### src/rtl/nibble_add_sched.sv
// nibble_add_sched: two-client round-robin scheduler around a shared 4-bit
// adder slice. Each accepted request is added nibble-serially, LSB nibble
// first, with the carry held in a register between nibbles. The result is
// returned on a valid/ready channel tagged with the requesting client id.
module nibble_add_sched #(
  parameter int WIDTH = 16
) (
  input  logic             clk,
  input  logic             rst,
  input  logic             req0_valid,
  output logic             req0_ready,
  input  logic [WIDTH-1:0] req0_a,
  input  logic [WIDTH-1:0] req0_b,
  input  logic             req0_cin,
  input  logic             req1_valid,
  output logic             req1_ready,
  input  logic [WIDTH-1:0] req1_a,
  input  logic [WIDTH-1:0] req1_b,
  input  logic             req1_cin,
  output logic             rsp_valid,
  input  logic             rsp_ready,
  output logic             rsp_id,
  output logic [WIDTH-1:0] rsp_sum,
  output logic             rsp_cout,
  output logic             busy
);

  localparam int NIB = WIDTH / 4;
  localparam int CW  = (NIB > 1) ? $clog2(NIB) : 1;

  typedef enum logic [1:0] {
    IDLE = 2'd0,
    ADD  = 2'd1,
    RESP = 2'd2
  } state_t;

  state_t           state_r;
  state_t           state_nx_s;
  logic [WIDTH-1:0] a_r;
  logic [WIDTH-1:0] b_r;
  logic             carry_r;
  logic [CW-1:0]    cnt_r;
  logic             last_grant_r;

  logic             grant_vld_s;
  logic             grant_id_s;
  logic             accept_s;
  logic             last_nib_s;
  logic             rsp_hs_s;
  logic [4:0]       slice_s;

  // The shared 4-bit slice: {carry_out, sum_nibble}.
  function automatic logic [4:0] nibble_add(input logic [3:0] x,
                                            input logic [3:0] y,
                                            input logic       c);
    nibble_add = {1'b0, x} + {1'b0, y} + {4'b0000, c};
  endfunction

  // Round-robin grant: sole valid client wins, on contention the client
  // that was not granted last time wins.
  always_comb begin
    grant_vld_s = 1'b0;
    grant_id_s  = 1'b0;
    if (req0_valid && req1_valid) begin
      grant_vld_s = 1'b1;
      grant_id_s  = ~last_grant_r;
    end else if (req0_valid) begin
      grant_vld_s = 1'b1;
      grant_id_s  = 1'b0;
    end else if (req1_valid) begin
      grant_vld_s = 1'b1;
      grant_id_s  = 1'b1;
    end else begin
      grant_vld_s = 1'b0;
      grant_id_s  = 1'b0;
    end
  end

  assign accept_s   = (state_r == IDLE) && grant_vld_s;
  assign req0_ready = accept_s && !grant_id_s;
  assign req1_ready = accept_s && grant_id_s;
  assign last_nib_s = (cnt_r == CW'(NIB - 1));
  assign rsp_hs_s   = rsp_valid && rsp_ready;
  // Operands shift right every ADD cycle, so the current nibble is always [3:0].
  assign slice_s    = nibble_add(a_r[3:0], b_r[3:0], carry_r);

  // State register.
  always_ff @(posedge clk or posedge rst) begin
    if (rst) begin
      state_r <= IDLE;
    end else begin
      state_r <= state_nx_s;
    end
  end

  // Next-state logic: IDLE -> ADD on accept, ADD -> RESP after the last
  // nibble, RESP -> IDLE on the response handshake.
  always_comb begin
    state_nx_s = state_r;
    case (state_r)
      IDLE: begin
        if (accept_s) begin
          state_nx_s = ADD;
        end else begin
          state_nx_s = IDLE;
        end
      end
      ADD: begin
        if (last_nib_s) begin
          state_nx_s = RESP;
        end else begin
          state_nx_s = ADD;
        end
      end
      RESP: begin
        if (rsp_hs_s) begin
          state_nx_s = IDLE;
        end else begin
          state_nx_s = RESP;
        end
      end
      default: begin
        state_nx_s = IDLE;
      end
    endcase
  end

  // Datapath and registered outputs: latch the granted request, run the
  // slice one nibble per cycle, hold the response until it is taken.
  always_ff @(posedge clk or posedge rst) begin
    if (rst) begin
      a_r          <= '0;
      b_r          <= '0;
      carry_r      <= 1'b0;
      cnt_r        <= '0;
      last_grant_r <= 1'b1;
      rsp_valid    <= 1'b0;
      rsp_id       <= 1'b0;
      rsp_sum      <= '0;
      rsp_cout     <= 1'b0;
      busy         <= 1'b0;
    end else begin
      case (state_r)
        IDLE: begin
          if (accept_s) begin
            a_r          <= grant_id_s ? req1_a   : req0_a;
            b_r          <= grant_id_s ? req1_b   : req0_b;
            carry_r      <= grant_id_s ? req1_cin : req0_cin;
            cnt_r        <= '0;
            last_grant_r <= grant_id_s;
            rsp_id       <= grant_id_s;
            busy         <= 1'b1;
          end
        end
        ADD: begin
          a_r     <= a_r >> 3'd4;
          b_r     <= b_r >> 3'd4;
          carry_r <= slice_s[4];
          cnt_r   <= cnt_r + CW'(1);
          // New nibble enters at the top; after NIB cycles nibble 0 sits at [3:0].
          rsp_sum <= (rsp_sum >> 3'd4) | (WIDTH'(slice_s[3:0]) << (WIDTH - 4));
          if (last_nib_s) begin
            rsp_cout  <= slice_s[4];
            rsp_valid <= 1'b1;
          end
        end
        RESP: begin
          if (rsp_hs_s) begin
            rsp_valid <= 1'b0;
            busy      <= 1'b0;
          end
        end
        default: begin
          rsp_valid <= 1'b0;
          busy      <= 1'b0;
        end
      endcase
    end
  end

endmodule

### config.mk
export PLATFORM = sky130hd
export DESIGN_NAME = nibble_add_sched
export DESIGN_NICKNAME = d
export VERILOG_FILES = /design/src/rtl/nibble_add_sched.sv
export SDC_FILE = /design/constraint.sdc
export NUM_CORES = 1
export LEC_CHECK = 0
export ABC_AREA = 1
export CAP_MARGIN = 20
export CORE_UTILIZATION = 47
export CTS_CLUSTER_SIZE = 20
export DETAILED_ROUTE_END_ITERATION = 8
export PLACE_DENSITY = 0.8
export RECOVER_POWER = 50
export SETUP_SLACK_MARGIN = 0.5
export SLEW_MARGIN = 10
export SYNTH_ARGS = -nofsm -noshare
export SYNTH_HDL_FRONTEND = slang
export SYNTH_SLANG_ARGS = --single-unit
### constraint.sdc
create_clock -name clk -period 2.1 [get_ports clk]
set_clock_uncertainty 0.15 [all_clocks]
set_input_delay 0.42 -clock clk [delete_from_list [all_inputs] [get_ports clk]]
set_output_delay 0.42 -clock clk [all_outputs]
set_load 0.02 [all_outputs]
==> flow_summary.toml, run 1 <==
[status]
status = "complete, no violations"

[cts]
clock-root-buffer = "clkbuf_8"
cts_tree = "done"
holdBufCountCts = 0
clkTransAtPathRegs_ns = 0.06
cts.sinks = 58
cts_buffer_depth = 2
clock_latency_ns = 0.33
cts-buffers-inserted = 9
htree_levels = 3

[floorplanning]
die_h_um = 83.0
start_util = 0.486
die_w_um = 83.0
ios = 93
rows = 29
dieArea_um2 = 6900
coreArea_um2 = 6350

[synthesis]
yosys-top-cells-count = "147 x nand2_1, 59 x nand3_1, 57 x dfrtp_1, 40 x inv_1, 25 x nand3b_1"
synth.distinct_cells = 22
yosys_register_bits = 58
avgSynthCellArea_um2 = 7.85
synth_edf_count = 0
yosysMostFrequentCell = "nand2_1"
synth.area.top_cells = "dfrtp_1 46%, nand2_1 18%, nand3_1 9.6%"
syn-num-nets = 470
yosysTopAreaCell = "dfrtp_1"
netlist_instances = 393
async_flop_share = 1.00
yosysSeqAreaShare = 0.471
synth_warnings = 0
yosysTopAreaCellShare = 0.462
ys.flop_type = "dfrtp_1"
synthesis.area_um2 = 3090

[critical_path]
crit_fanout = 2
required_ns = 1.53
r2r_slack_ns = 0.40
worstPathArrival_ns = 1.29
cp_top_family = "flip-flops"
crit_type = "register to output port"
crit_buf_inv = 3
critPathMaxStageDelay_ns = 0.38
cp-end-kind = "output port"
path_cells = "inv_1 -> nand2_4 -> nor2_8 -> inv_4 -> nor2_4 -> buf_6"
startpoint_type = "register"
slowest_stage = "dfrtp_1"

[drt]
post_drt_wl_per_cell_um = 12.7
dr.pass1.iters = 4
ant_nets = 0
drtIter0Drc = 142
drc = 0
vias_per_cell = 4.94
wl_mm = 7.38
dr_total_vias = 2877

[grt]
grt_pass1_vias = 2831
grt_max_degree = 35
grt_usage = 0.228
grt_pass1_wl_mm = 12.6
antenna_found_initial = 0
grt-ovfl-total = 0

[run]
cap_viol_max_count = 0

[timing]
tightest_slew_ns = 0.985
drv_slew = 0
hold_viol_final = 0
rsz0062_at_grt = "true"
finalCriticalPeriod_ns = 1.86
max_freq_ghz = 0.537
fin_crit_sh = 0.886
fin_ws_ns = 0.239
finalSetupViolCount = 0
relSlewSlack = 0.339

[power]
p_leak_nw = 2.17
ir_drop_v = 0.000999
powerDensity_nw_per_um2 = 1430

[layout]
insertedDiodeCount = 0
nets = 577
area_growth_pct = 41.2
drive_above_1_share = 0.160
instances_no_fill = 582

[hold_path]
worstHoldPathType = "register to register"

[placement]
gp_congestion = 0.761
hpwl_mm = 5.40
place_inst = 558
port_buffers = 92
pre_cts_ws_ns = -0.396
[report_power, final]
part / internal [mW] / switching [mW]
Clock: 0.605 / 0.424
Combinational: 1.30 / 1.90
Sequential: 1.67 / 0.331
Total: 3.58 / 2.65
[through the flow]
| step | power [mW] | setup TNS (ns) | area (µm²) | utilization | hold WS, ns |
|---|---|---|---|---|---|
| final | 6.24 | 0 | 4360 | 0.687 | 0.326 |
| after global routing | 6.77 | 0 | 4360 | 0.687 | 0.351 |
| after CTS | 6.25 | 0 | 4420 | 0.696 | 0.324 |
| after detailed placement | 5.18 | -4.20 | 4150 | 0.654 | 0.315 |
| after global placement | 5.04 | -1.94 | 4150 | 0.654 | 0.308 |
| after floorplan | 4.11 | 0 | 3110 | - | 0.296 |
[per-layer routing]
metal,track usage,part of all wire,vias up
met2,0.393,0.50,86
li1,-,-,1455
met4,0.0721,0.0091,0
met1,0.277,0.42,1330
met5,0,0,-
met3,0.0616,0.064,6
[final cells by class]
class,instances,area (µm²)
inverters,41,160
repair buffers,116,1070
well taps,77,96.3
multi-input cells,274,1380
clock inverters,5,52.6
clock buffers,11,151
fillers,517,1990
flip-flops and latches,58,1450
[final timing paths]
check / from / endpoint / cells past startpoint
max: state_r[1] / req0_ready / 6
min: rsp_sum[3] / rsp_sum[3] / 2
max reg2reg: state_r[1] / cnt_r[0] / 8
min reg2reg: rsp_sum[3] / rsp_sum[3] / 2
max in group asynchronous: rst / a_r[3] / 3
min in group asynchronous: rst / rsp_valid / 2
[cells in the final DEF (no fill, tap or decap), drive strengths merged, types with 2 or more instances in the layout]
master,count
clkbuf,24
fa,2
dlygate4sd2,2
clkdlybuf4s15,4
o21ai,19
clkinvlp,2
dfrtp,57
nand3b,25
inv,40
nor2,12
nand2,149
ha,4
a21oi,3
buf,29
nand3,59
clkinv,3
clkdlybuf4s50,67
[flip-flops by register name, indices dropped and copies added, names as in the netlist]
name	count
a_r	16
b_r	16
rsp_sum	16
cnt_r	2
state_r	2
busy	1
carry_r	1
last_grant_r	1
rsp_cout	1
rsp_id	1
rsp_valid	1
[kinds of logic (layout without fill, tap and decap cells)]
group           after synthesis  count (layout)  share of synthesized area
compound gates               23              23                     0.0381
fa+ha+maj                     6               6                     0.0292
buf+inv                      61             173                     0.0953
flops                        58              58                      0.471
simple gates                245             245                      0.367
[repair_timing]
item,in CTS,in global routing
setup buffers,7,1
setup endpoints to repair,60,58
gates resized for setup,63,28
pin swaps,3,1
[worst reg2reg max path, stage by stage (launching register included)]
cell and delay (ns):
dfrtp_1 0.38, inv_1 0.12, nand2_4 0.10, nor2_8 0.10, buf_4 0.36, nor2_8 0.06
buf_12 0.16, nand2_1 0.06, o21ai_0 0.08
Note: power is estimated with default switching activity, not from simulation.
==> run 2: changes to the inputs <==
--- a/config.mk
+++ b/config.mk
@@ -7,6 +7,7 @@
 export LEC_CHECK = 0
 export ABC_AREA = 1
 export CAP_MARGIN = 20
+export CORE_MARGIN = 2
 export CORE_UTILIZATION = 47
 export CTS_CLUSTER_SIZE = 20
 export DETAILED_ROUTE_END_ITERATION = 8
==> run 2 against run 1 <==
Net effect: first-iteration DRC count rose by 32%; combinational power hardly changed; cell area rose by 0.14%; via count grew 2.2%; clock-buffer cell count is 3 higher; clock power hardly changed; register-to-register slack got worse by 0.05 ns; global-route usage shrank 1.0 points; routed wire length rose by 2.5%; sequential power about the same.
==> flow_summary.toml, run 2 (synthesized netlist as in run 1, its figures left out) <==
[critical_path]
critPathMaxStageDelay_ns = 0.39
cp_top_family = "flip-flops"
slowest_stage = "dfrtp_1"
startpoint_type = "register"
cp-end-kind = "output port"
worstPathArrival_ns = 1.31
path_cells = "inv_1 -> nand2_4 -> nor2_8 -> inv_4 -> nor2_4 -> buf_6"
crit_buf_inv = 3
crit_fanout = 2
required_ns = 1.53
crit_type = "register to output port"

[layout]
nets = 576
area_growth_pct = 41.4
fin_util = 0.687
largestRegisters = "a_r (16), b_r (16), rsp_sum (16)"
drive_above_1_share = 0.135
insertedDiodeCount = 0
most-common-layout-cells = "145 x nand2_1, 67 x clkdlybuf4s50_1, 58 x nand3_1"
final_common_cell = "nand2_1"

[placement]
hpwl_mm = 5.44
pre_cts_ws_ns = -0.394
port_buffers = 92
gp_congestion = 0.766

[hold_path]
worstHoldPathType = "register to register"

[cts]
htree_levels = 3
clock_latency_ns = 0.33
clkTransAtPathRegs_ns = 0.06
cts.sinks = 58
clock-root-buffer = "clkbuf_8"
cts_buffer_depth = 2
cts_tree = "done"
cts-buffers-inserted = 9

[grt]
grt_pass1_wl_mm = 12.6
antenna_found_initial = 0
grt-ovfl-total = 0
grt_max_degree = 35
grt_usage = 0.218
grt_pass1_vias = 2771

[drt]
dr.pass1.iters = 4
top_layer = "met4"
dr_total_vias = 2940
drtIter0Drc = 188
drt-met1-wl_mm = 3.20
ant_nets = 0
drc = 0
wl_met3_um = 453
route.met2.wl_mm = 3.79
post_drt_wl_per_cell_um = 13.0
wl_mm = 7.57
vias_per_cell = 5.06

[power]
p_sw_mw = 2.65
clkPwrFrac = 0.164
pwr-share-comb = 0.515
ir_drop_v = 0.00134
total_power_mw = 6.24
p_sw_frac = 0.425
p_int_mw = 3.59
powerDensity_nw_per_um2 = 1430
seqPwrFrac = 0.321
p_leak_nw = 2.14

[floorplanning]
coreArea_um2 = 6350
start_util = 0.486
ios = 93
die_h_um = 85.0
rows = 29
dieArea_um2 = 7230
die_w_um = 85.0

[timing]
rsz0062_at_grt = "true"
finalCriticalPeriod_ns = 1.88
finalSetupTns_ns = 0
finalSetupViolCount = 0
drv_slew = 0
fin_crit_sh = 0.894
hold-worst-slack_ns = 0.326
hold_viol_final = 0
max_freq_ghz = 0.533
fin_ws_ns = 0.224
tightest_slew_ns = 0.802
relSlewSlack = 0.462

[run]
cap_viol_max_count = 0

[status]
status = "complete, no violations"
run 2: what timing repair did:
action                                  CTS  global route
resized for setup                        75            12
hold buffers                              0             0
buffers inserted                          4             2
pin swaps                                 4             1
endpoints found under the setup margin   60            51
run 2: layout make-up:
type                    instances  area [µm²]
flip-flops and latches         58        1450
repair buffers                115        1080
inverters                      41         160
multi-input cells             274        1380
clock buffers                  14         163
fillers                       518        1980
well taps                      77        96.3
clock inverters                 2        35.0
run 2: metrics by stage:
stage          cells  cell area (µm²)
6_report         581             4370
2_1_floorplan    393             3110
3_3_place_gp     559             4160
4_1_cts          579             4420
3_5_place_dp     559             4160
5_1_grt          581             4370
run 2: path summary, 6_finish.rpt:
path	startpoint	to	slack, ns	cells past startpoint
setup / recovery	state_r[0]	req0_ready	0.22	6
hold / removal	rsp_sum[3]	rsp_sum[3]	0.33	2
setup reg to reg	state_r[1]	rsp_cout	0.35	9
hold reg to reg	rsp_sum[3]	rsp_sum[3]	0.33	2
max in group asynchronous	rst	a_r[4]	0.72	3
min in group asynchronous	rst	rsp_valid	0.51	2
run 2: worst min-delay path, cell delays in order (launching register included):
cell	delay (ns)
dfrtp_1	0.34
nand2_1	0.05
nand2_1	0.05
run 2: routing by layer:
layer,up-vias,GRT usage
li1,1457,-
met1,1381,0.276
met2,90,0.359
met3,12,0.0623
met4,0,0.0707
met5,-,0
run 2: power groups by stage:
stage / logic [mW] / clock network, mW / registers [mW]
after global placement: 3.06 / 0 / 2.00
after floorplan: 1.95 / 0 / 2.16
after detailed placement: 3.21 / 0 / 2.01
after global routing: 3.58 / 1.10 / 2.07
after CTS: 3.27 / 1.05 / 2.00
final: 3.22 / 1.02 / 2.00
